`config.mk`:
```
export PLATFORM = sky130hd
export DESIGN_NAME = nco_sweep_ctrl
export DESIGN_NICKNAME = d
export VERILOG_FILES = /design/src/rtl/nco_sweep_pkg.sv /design/src/rtl/sweep_dwell_cnt.sv /design/src/rtl/nco_sweep_ctrl.sv
export SDC_FILE = /design/constraint.sdc
export NUM_CORES = 1
export LEC_CHECK = 0
export BUFFER_PORTS_ARGS = -buffer_cell sky130_fd_sc_hd__buf_2
export CORE_MARGIN = 2
export CORE_UTILIZATION = 60
export DETAILED_ROUTE_END_ITERATION = 8
export HOLD_SLACK_MARGIN = 0.08
export PLACE_DENSITY = 0.82
export SLEW_MARGIN = 0
export SYNTH_ARGS = -nofsm -noshare
export SYNTH_HDL_FRONTEND = slang
export SYNTH_HIERARCHICAL = 1
export SYNTH_SLANG_ARGS = --single-unit
```
`constraint.sdc`:
```
create_clock -name Clk_i -period 8.1 [get_ports Clk_i]
set_clock_uncertainty 0.2 [all_clocks]
set_input_delay 0 -clock Clk_i [delete_from_list [all_inputs] [get_ports Clk_i]]
set_output_delay 0 -clock Clk_i [all_outputs]
set_load 0.02 [all_outputs]
```
`src/rtl/nco_sweep_pkg.sv`:
```
// Shared encodings for the NCO frequency-sweep controller.
package nco_sweep_pkg;

  localparam int W_DEFAULT = 16;

  localparam logic [1:0] MODE_SINGLE = 2'b00;
  localparam logic [1:0] MODE_SAW    = 2'b01;
  localparam logic [1:0] MODE_TRI    = 2'b10;

  typedef enum logic [1:0] {
    ST_IDLE = 2'b00,
    ST_UP   = 2'b01,
    ST_DOWN = 2'b10
  } state_t;

  // Reserved mode 11 behaves as a single up-ramp.
  function automatic logic [1:0] norm_mode(input logic [1:0] m);
    return (m == 2'b11) ? MODE_SINGLE : m;
  endfunction

endpackage

```
`src/rtl/sweep_dwell_cnt.sv`:
```
// Loadable dwell down-counter. A period of 0 behaves as 1. While running,
// expire is high during the last cycle of each point; the counter then
// reloads from the latched period so every point lasts exactly that long.
module sweep_dwell_cnt #(
  parameter int DWELL_W = 16
) (
  input  logic               clk,
  input  logic               srst,
  input  logic               load,
  input  logic [DWELL_W-1:0] period,
  input  logic               run,
  output logic               expire
);

  logic [DWELL_W-1:0] period_reg;
  logic [DWELL_W-1:0] cnt_reg;
  logic [DWELL_W-1:0] period_eff;

  assign period_eff = (period == '0) ? DWELL_W'(1) : period;
  assign expire     = run && (cnt_reg <= DWELL_W'(1));

  // Latch the period on load, count down while running, reload on expiry.
  always_ff @(posedge clk) begin
    if (srst) begin
      period_reg <= DWELL_W'(1);
      cnt_reg    <= DWELL_W'(1);
    end else if (load) begin
      period_reg <= period_eff;
      cnt_reg    <= period_eff;
    end else if (run) begin
      if (expire) cnt_reg <= period_reg;
      else        cnt_reg <= cnt_reg - DWELL_W'(1);
    end
  end

endmodule

```
`src/rtl/nco_sweep_ctrl.sv`:
```
// Frequency-sweep controller feeding the CORDIC NCO: produces the phase
// increment and the active-low run control for single, sawtooth and
// triangle sweeps between latched start/stop bounds.
module nco_sweep_ctrl
  import nco_sweep_pkg::*;
#(
  parameter int W       = W_DEFAULT,
  parameter int DWELL_W = 16,
  parameter int IDX_W   = 16
) (
  input  logic               Clk_i,
  input  logic               Rst_i,
  input  logic               Go_i,
  input  logic               Abort_i,
  input  logic [1:0]         Mode_i,
  input  logic [W-1:0]       FreqStart_i,
  input  logic [W-1:0]       FreqStop_i,
  input  logic [W-1:0]       FreqStep_i,
  input  logic [DWELL_W-1:0] Dwell_i,
  output logic [W-1:0]       Angle_o,
  output logic               Start_o,
  output logic               Busy_o,
  output logic               Done_o,
  output logic               Err_o,
  output logic [IDX_W-1:0]   StepIdx_o
);

  state_t           state_reg, state_next;
  logic [1:0]       mode_reg, mode_next;
  logic [W-1:0]     fstart_reg, fstart_next;
  logic [W-1:0]     fstop_reg, fstop_next;
  logic [W-1:0]     fstep_reg, fstep_next;
  logic [W-1:0]     angle_reg, angle_next;
  logic [IDX_W-1:0] idx_reg, idx_next;
  logic             start_reg, start_next;
  logic             busy_reg, busy_next;
  logic             done_reg, done_next;
  logic             err_reg, err_next;

  logic             dwell_load;
  logic             dwell_run;
  logic             dwell_expire;

  // Next-point candidates in W+1 bits so neither direction wraps.
  logic [W:0]       up_next;
  logic [W:0]       dn_next;
  logic             up_ok;
  logic             dn_ok;

  assign up_next = {1'b0, angle_reg} + {1'b0, fstep_reg};
  assign dn_next = {1'b0, angle_reg} - {1'b0, fstep_reg};
  // A zero step in single mode must still terminate after one point.
  assign up_ok   = (up_next <= {1'b0, fstop_reg}) &&
                   !((fstep_reg == '0) && (mode_reg == MODE_SINGLE));
  assign dn_ok   = !dn_next[W] && (dn_next[W-1:0] >= fstart_reg);

  assign dwell_run = (state_reg != ST_IDLE);

  sweep_dwell_cnt #(
    .DWELL_W (DWELL_W)
  ) u_dwell (
    .clk    (Clk_i),
    .srst   (Rst_i),
    .load   (dwell_load),
    .period (Dwell_i),
    .run    (dwell_run),
    .expire (dwell_expire)
  );

  // State and datapath registers.
  always_ff @(posedge Clk_i) begin
    if (Rst_i) begin
      state_reg  <= ST_IDLE;
      mode_reg   <= MODE_SINGLE;
      fstart_reg <= '0;
      fstop_reg  <= '0;
      fstep_reg  <= '0;
      angle_reg  <= '0;
      idx_reg    <= '0;
      start_reg  <= 1'b1;
      busy_reg   <= 1'b0;
      done_reg   <= 1'b0;
      err_reg    <= 1'b0;
    end else begin
      state_reg  <= state_next;
      mode_reg   <= mode_next;
      fstart_reg <= fstart_next;
      fstop_reg  <= fstop_next;
      fstep_reg  <= fstep_next;
      angle_reg  <= angle_next;
      idx_reg    <= idx_next;
      start_reg  <= start_next;
      busy_reg   <= busy_next;
      done_reg   <= done_next;
      err_reg    <= err_next;
    end
  end

  // Next-state and output logic; abort overrides everything at the end.
  always_comb begin
    state_next  = state_reg;
    mode_next   = mode_reg;
    fstart_next = fstart_reg;
    fstop_next  = fstop_reg;
    fstep_next  = fstep_reg;
    angle_next  = angle_reg;
    idx_next    = idx_reg;
    start_next  = start_reg;
    busy_next   = busy_reg;
    done_next   = 1'b0;
    err_next    = 1'b0;
    dwell_load  = 1'b0;

    case (state_reg)
      ST_IDLE: begin
        start_next = 1'b1;
        busy_next  = 1'b0;
        if (Go_i) begin
          if (FreqStart_i > FreqStop_i) begin
            err_next = 1'b1;
          end else begin
            dwell_load  = 1'b1;
            mode_next   = norm_mode(Mode_i);
            fstart_next = FreqStart_i;
            fstop_next  = FreqStop_i;
            fstep_next  = FreqStep_i;
            state_next  = ST_UP;
            angle_next  = FreqStart_i;
            idx_next    = '0;
            start_next  = 1'b0;
            busy_next   = 1'b1;
          end
        end
      end

      ST_UP: begin
        if (dwell_expire) begin
          if (up_ok) begin
            angle_next = up_next[W-1:0];
            idx_next   = idx_reg + IDX_W'(1);
          end else begin
            case (mode_reg)
              MODE_SAW: begin
                angle_next = fstart_reg;
                idx_next   = idx_reg + IDX_W'(1);
              end
              MODE_TRI: begin
                if (dn_ok) begin
                  state_next = ST_DOWN;
                  angle_next = dn_next[W-1:0];
                end
                idx_next = idx_reg + IDX_W'(1);
              end
              default: begin
                state_next = ST_IDLE;
                start_next = 1'b1;
                busy_next  = 1'b0;
                done_next  = 1'b1;
              end
            endcase
          end
        end
      end

      ST_DOWN: begin
        if (dwell_expire) begin
          if (dn_ok) begin
            angle_next = dn_next[W-1:0];
          end else begin
            state_next = ST_UP;
            angle_next = up_next[W-1:0];
          end
          idx_next = idx_reg + IDX_W'(1);
        end
      end

      default: begin
        state_next = ST_IDLE;
        start_next = 1'b1;
        busy_next  = 1'b0;
      end
    endcase

    if (Abort_i) begin
      state_next  = ST_IDLE;
      mode_next   = mode_reg;
      fstart_next = fstart_reg;
      fstop_next  = fstop_reg;
      fstep_next  = fstep_reg;
      angle_next  = angle_reg;
      idx_next    = idx_reg;
      start_next  = 1'b1;
      busy_next   = 1'b0;
      done_next   = 1'b0;
      err_next    = 1'b0;
      dwell_load  = 1'b0;
    end
  end

  assign Angle_o   = angle_reg;
  assign Start_o   = start_reg;
  assign Busy_o    = busy_reg;
  assign Done_o    = done_reg;
  assign Err_o     = err_reg;
  assign StepIdx_o = idx_reg;

endmodule

```
[After elaboration in Yosys (flattened, before gate mapping)]
Cells that the tools add are included.
W data, S select, Z words.
Word-level totals
  register bits after elaboration: 120
  word-level logic and storage cells: 112
Operators by class
  $add $sub $neg: 4
  order comparisons: 4
  eq/ne operators: 17
  multiplexer cells: 45
  bitwise gates (word level): 7
  reduce and logical (&&, ||, !) cells: 22
Operators with widths (count)
  $mux W16: 17
  $pmux W16 S3: 2
  $logic_not A16 Y1: 2
  $pmux W16 S2: 1
  $add A16 B16 Y17: 1
  $le A17 B16 Y1: 1
  $sub A16 B16 Y17: 1
  $add A16 B1 Y16 const B: 1
  $ge A16 B16 Y1: 1
  $gt A16 B16 Y1: 1
  $le A16 B1 Y1 const B: 1
  $mux W2: 8
  $ne A2 B2 Y1 const B: 8
  $reduce_and A8 Y1: 2
  $sub A16 B1 Y16 const B: 1
  $mux W1: 13
  $reduce_and A4 Y1: 2
  $not A1 Y1: 7
  $reduce_and A7 Y1: 1
  $eq A2 B2 Y1 const B: 3
  $ne A3 B3 Y1 const B: 2
  $pmux W1 S3: 2
  $pmux W2 S3: 1
  $reduce_or A5 Y1: 1
  other kinds (11): 19

[Depth between registers and ports, before layout]
  word-level depth: 8
  mapped depth: 22

[By module]
The synthesis kept the hierarchy.
Modules (own cells, without submodules)
  nco_sweep_ctrl: times used 1, cells an instance 977, area an instance 7294.5 sq um, sequential area each 1761.7 sq um
  sweep_dwell_cnt: times used 1, cells an instance 235, area an instance 1913.1 sq um, sequential area each 640.6 sq um

[Least setup slack after synthesis]
Ideal clock, no wire load.
  path kind: register to register
  start point: register angle_reg[7], in the netlist Angle_o[7]
  end point: register angle_reg[10], in the netlist Angle_o[10]
  arrival: 4.771 ns
  path slack: 3.012 ns
  stages on the path, launching flop included: 20
  period minus slack after synthesis: 5.088 ns
  path through: dfxtp_1 ha_1 clkbuf_1 or3b_2 a31oi_1 nor2_1 a31oi_1 xnor2_1 inv_1 ha_1 nand4_1 or3_1 or4_1 o211a_2 nor4_4 buf_4 buf_6 mux2i_1 o221ai_1 a32o_1
On the way
  word-level cells in the longest chain between the ends: 6
  elaborated cells between the ends (all ways): 17
Ends and longest elaborated chain
  start, declared: RTL line nco_sweep_ctrl.sv:33  | logic [W-1:0] angle_reg, angle_next;
  start signal, assigned: RTL line nco_sweep_ctrl.sv:90  | angle_reg <= angle_next;
  $add A16 B16 Y17 or $sub A16 B16 Y17 (tied branches): RTL line nco_sweep_ctrl.sv:50, nco_sweep_ctrl.sv:51
  $le A17 B16 Y1, or another cell as far along: RTL line nco_sweep_ctrl.sv:53  | assign up_ok = (up_next <= {1'b0, fstop_reg}) &&
  $logic_and A1 B1 Y1, or another cell as far along: RTL line nco_sweep_ctrl.sv:53
  $mux W16 (on tied branches): RTL line nco_sweep_ctrl.sv:138, nco_sweep_ctrl.sv:167
  $mux W16 (on tied branches): RTL line nco_sweep_ctrl.sv:137, nco_sweep_ctrl.sv:166
  $pmux W16 S3: RTL line nco_sweep_ctrl.sv:114  | case (state_reg)
Several ways; a longest one is shown, not always the timed one. The select of a mux whose other input is x is not followed.
A chain may end at the register's enable or synchronous reset.

[Worst setup path after layout]
  start point: register fstep_reg[2]
  end point: register idx_reg[14], in the netlist StepIdx_o[14]
On the way
  word-level cells in the longest chain between the ends: 7
  elaborated cells between the ends (all ways): 11
Ends and longest elaborated chain
  start, declared: RTL line nco_sweep_ctrl.sv:32  | logic [W-1:0] fstep_reg, fstep_next;
  start signal, assigned: RTL line nco_sweep_ctrl.sv:89  | fstep_reg <= fstep_next;
  parallel branches: the longest is 3 deep, another holds $add A16 B16 Y17
  $logic_and A1 B1 Y1 (*): RTL line nco_sweep_ctrl.sv:53
  $mux W16: RTL line nco_sweep_ctrl.sv:138  | if (up_ok) begin
  $mux W16: RTL line nco_sweep_ctrl.sv:137  | if (dwell_expire) begin
  $pmux W16 S3: RTL line nco_sweep_ctrl.sv:114
  end signal, assigned: RTL line nco_sweep_ctrl.sv:91  | idx_reg <= idx_next;
  end, declared: RTL line nco_sweep_ctrl.sv:34  | logic [IDX_W-1:0] idx_reg, idx_next;
Mark *: on every way between the ends. The select of a mux whose other input is x is not followed.

==> qor.yml <==
sta:
  fin_tns_setup_ns: 0
  rsz0062_at_grt: "false"
  post-route-period-util_pct: 77.77
  setup_ws_ns: 1.801
  setup_violations: 0
  worst_pin_slew_ns: 1.194
  fmax_mhz: 158.7
  hold_viol_final: 0
  relSlewSlack_pct: 20.00
  slew_violations: 0
  layout_min_cycle_time_ns: 6.299
clock_tree:
  cts_tree: "done"
  cts_resized: 0
  cts_sinks: 120
  clk_pin_slew_worst_paths_ns: 0.06
  cts-root-buf: "clkbuf_16"
  cts_buffer_depth: 2
  cts_buffers: 17
  cts.htree.levels: 4
  clkLatencyLatePin_ns: 0.43
drt:
  route.vias.total: 9616
  totalWireLength_um: 28050
  vias_per_cell: 6.200
  drc: 0
  antenna_left: 0
  wl_per_cell_um: 18.09
  drtPass1Iterations: 6
  drt-initial-drc-count: 1160
place:
  dp_hpwl_um: 19380
  gp_congestion: 0.9752
  io_buffers: 105
  place_ws_ns: 1.961
floorplan:
  die_y_um: 127.9
  die_w_um: 127.9
  dieArea_mm2: 0.01635
  initial_core_util_pct: 61.02
  io_pins: 106
  rows: 45
  core_area_mm2: 0.01509
yosys:
  ys_seq_elements: 120
  synth_nets: 1374
  ys.warnings.count: 6
  synthCells: 1212
  synth_flop_cell: "dfxtp_1"
  async_reset_ff_share_pct: 0
  synth.avg_cell_area_um2: 7.597
  ys_types: 81
  synth_area_mm2: 0.009208
  synth_edf_count: 0
  ys_seq_area_share_pct: 26.09
finish:
  fin_nets: 1512
  drive_gt1_share_pct: 13.35
  fillers: 1139
  antennaDiodeCount: 0
  fin_util_pct: 73.86
  synthToLayoutAreaGrowth_pct: 21.04
worst_hold_path:
  min_to: "fstep_reg[0]"
  holdPathStages: 4
  hp-start: "FreqStep_i[0]"
  hp-class: "in -> reg"
setup_path:
  r2r_start: "fstep_reg[2]"
  crit_type: "reg -> reg"
  crit_chain: "inv_1 -> ha_1 -> nand2b_1 -> a221oi_1 -> o211ai_1 -> a31oi_1 -> xor2_1 -> inv_1 -> ha_1 -> nand4_1 -> or3_1 -> or4_1 -> o211a_2 -> nor4_4 -> nor3_2 -> o31ai_2 -> nor2_1"
  r2r_cells: 17
  start_kind: "flip-flop"
  r2r_slack_ns: 1.80
  crit_slowest_cell: "o31ai_2"
  cp_max_fo: 16
  worstPathRequired_ns: 8.15
  r2r-end: "StepIdx_o[14]"
  cpPeakStageDelay_ns: 0.94
  critical_path_arrival_ns: 6.35
  crit_path_end_kind: "flip-flop"
power_and_ir_drop:
  leakage_nw: 4.683
  powerDensity_mw_per_mm2: 210.8
  peakVddDrop_mv: 0.1920
status:
  status: "complete, no violations"
global_route:
  antenna_found_initial: 0
  grt_max_degree: 72
  gr-total-overflow: 0
  grt_pass1_wl_um: 44910
  grt_use_total_pct: 34.11
  grt_pass1_vias: 9043
flow_run:
  drv_cap: 0
[worst max-delay path: cells and delay by family, from the launching register on]
kind,cells,cell delay [ns]
buffers and inverters,2,0.16
xor gates and xnor gates,1,0.28
adders and majority gates,2,0.69
AOI/OAI and AO/OA,5,2.08
DFF,1,0.36
and+or+nand+nor,7,2.32
[power by group]
| group | internal, mW | switching, mW | leakage (nW) |
|---|---|---|---|
| registers | 0.623 | 0.0330 | 0.976 |
| clock network | 0.546 | 0.285 | 0.308 |
| logic | 0.339 | 0.524 | 3.40 |
| total | 1.51 | 0.842 | 4.68 |
[worst max-delay path by stage]
stage	start	end	cells after the start
floorplan	Angle_o[7]	Angle_o[10]	19
global placement	fstep_reg[7]	StepIdx_o[13]	17
detailed placement	fstep_reg[2]	StepIdx_o[14]	17
CTS	fstep_reg[7]	StepIdx_o[14]	17
global route	fstep_reg[7]	state_reg[1]	19
finish	fstep_reg[2]	StepIdx_o[14]	17
[cell usage in the layout (no fill, tap or decap), types with 32 or more instances in the layout]
master	synthesis	routed
inv_1	116	116
dlygate4sd3_1	0	78
nand3_1	32	32
dfxtp_1	120	120
nand2_1	154	154
buf_2	10	105
nor2_1	89	89
o21ai_0	34	34
ha_1	90	90
a21oi_1	106	106
[metal layers]
layer | GRT usage (%) | part of all wire (%)
met5 | 0 | 0
met4 | 12.35 | 3.4
met3 | 5.426 | 8.0
met2 | 57.50 | 47
met1 | 44.24 | 42
[cell type report]
cell class	count	area, um2	share of cell area, %
multi-input cells	905	6081	54.56
flip-flops and latches	120	2402	21.56
repair buffers	189	1351	12.13
inverters	117	439.2	3.941
clock buffers	20	436.7	3.918
well taps	188	235.2	2.111
clock inverters	12	198.9	1.785
[what timing repair did]
item,in CTS,in global routing
hold buffers,78,0
setup endpoints to repair,0,0
hold endpoints to repair,104,0
setup buffers,0,0
[cell families (layout without fill, tap and decap cells)]
kind of cell | Yosys count | in the layout | share of synthesized area, %
and+or+nand+nor | 438 | 438 | 24.20
AOI/OAI and AO/OA | 303 | 303 | 21.78
buffers and inverters | 187 | 338 | 7.922
DFF | 120 | 120 | 26.09
adders and majority gates | 92 | 92 | 12.66
xor gates and xnor gates | 40 | 40 | 3.805
muxes | 32 | 32 | 3.533
[cell usage after synthesis (all sizes together) (5+ instances only)]
library cell,count,share of area [%]
nand3b,7,0.57
mux2i,28,3.0
nor3,21,1.4
o311ai,5,0.48
a211o,6,0.57
ha,90,12
nand3,32,1.7
xor2,9,0.86
dfxtp,120,26
nor4b,6,0.71
o211ai,19,1.5
a31oi,17,1.2
o21ai,36,2.0
or3,18,1.3
a21oi,107,5.9
a32o,5,0.54
o21a,10,0.82
o221ai,6,0.57
nor4,28,2.5
o31ai,15,1.3
a211oi,15,1.2
nand2,154,6.3
or2,14,0.95
and3,5,0.34
and2,7,0.48
a221oi,8,0.83
nand2b,18,1.2
inv,116,4.7
clkbuf,52,2.1
a21o,13,1.1
buf,18,1.0
nor2b,8,0.54
nand4,9,0.61
a311oi,5,0.48
and4,7,0.67
xnor2,31,2.9
nor2,89,3.6
[stage by stage]
stage               power, mW  instance area, um2  hold WS (ns)  instances
CTS                     2.317               11140        0.1576       1551
detailed placement      1.463                9728       0.04860       1441
floorplan               1.272                9208       -0.1234       1212
global route            2.453               11140        0.1878       1551
global placement        1.444                9728       0.04280       1441
finish                  2.350               11140        0.1527       1551
Power figures use the tool's default switching activity.
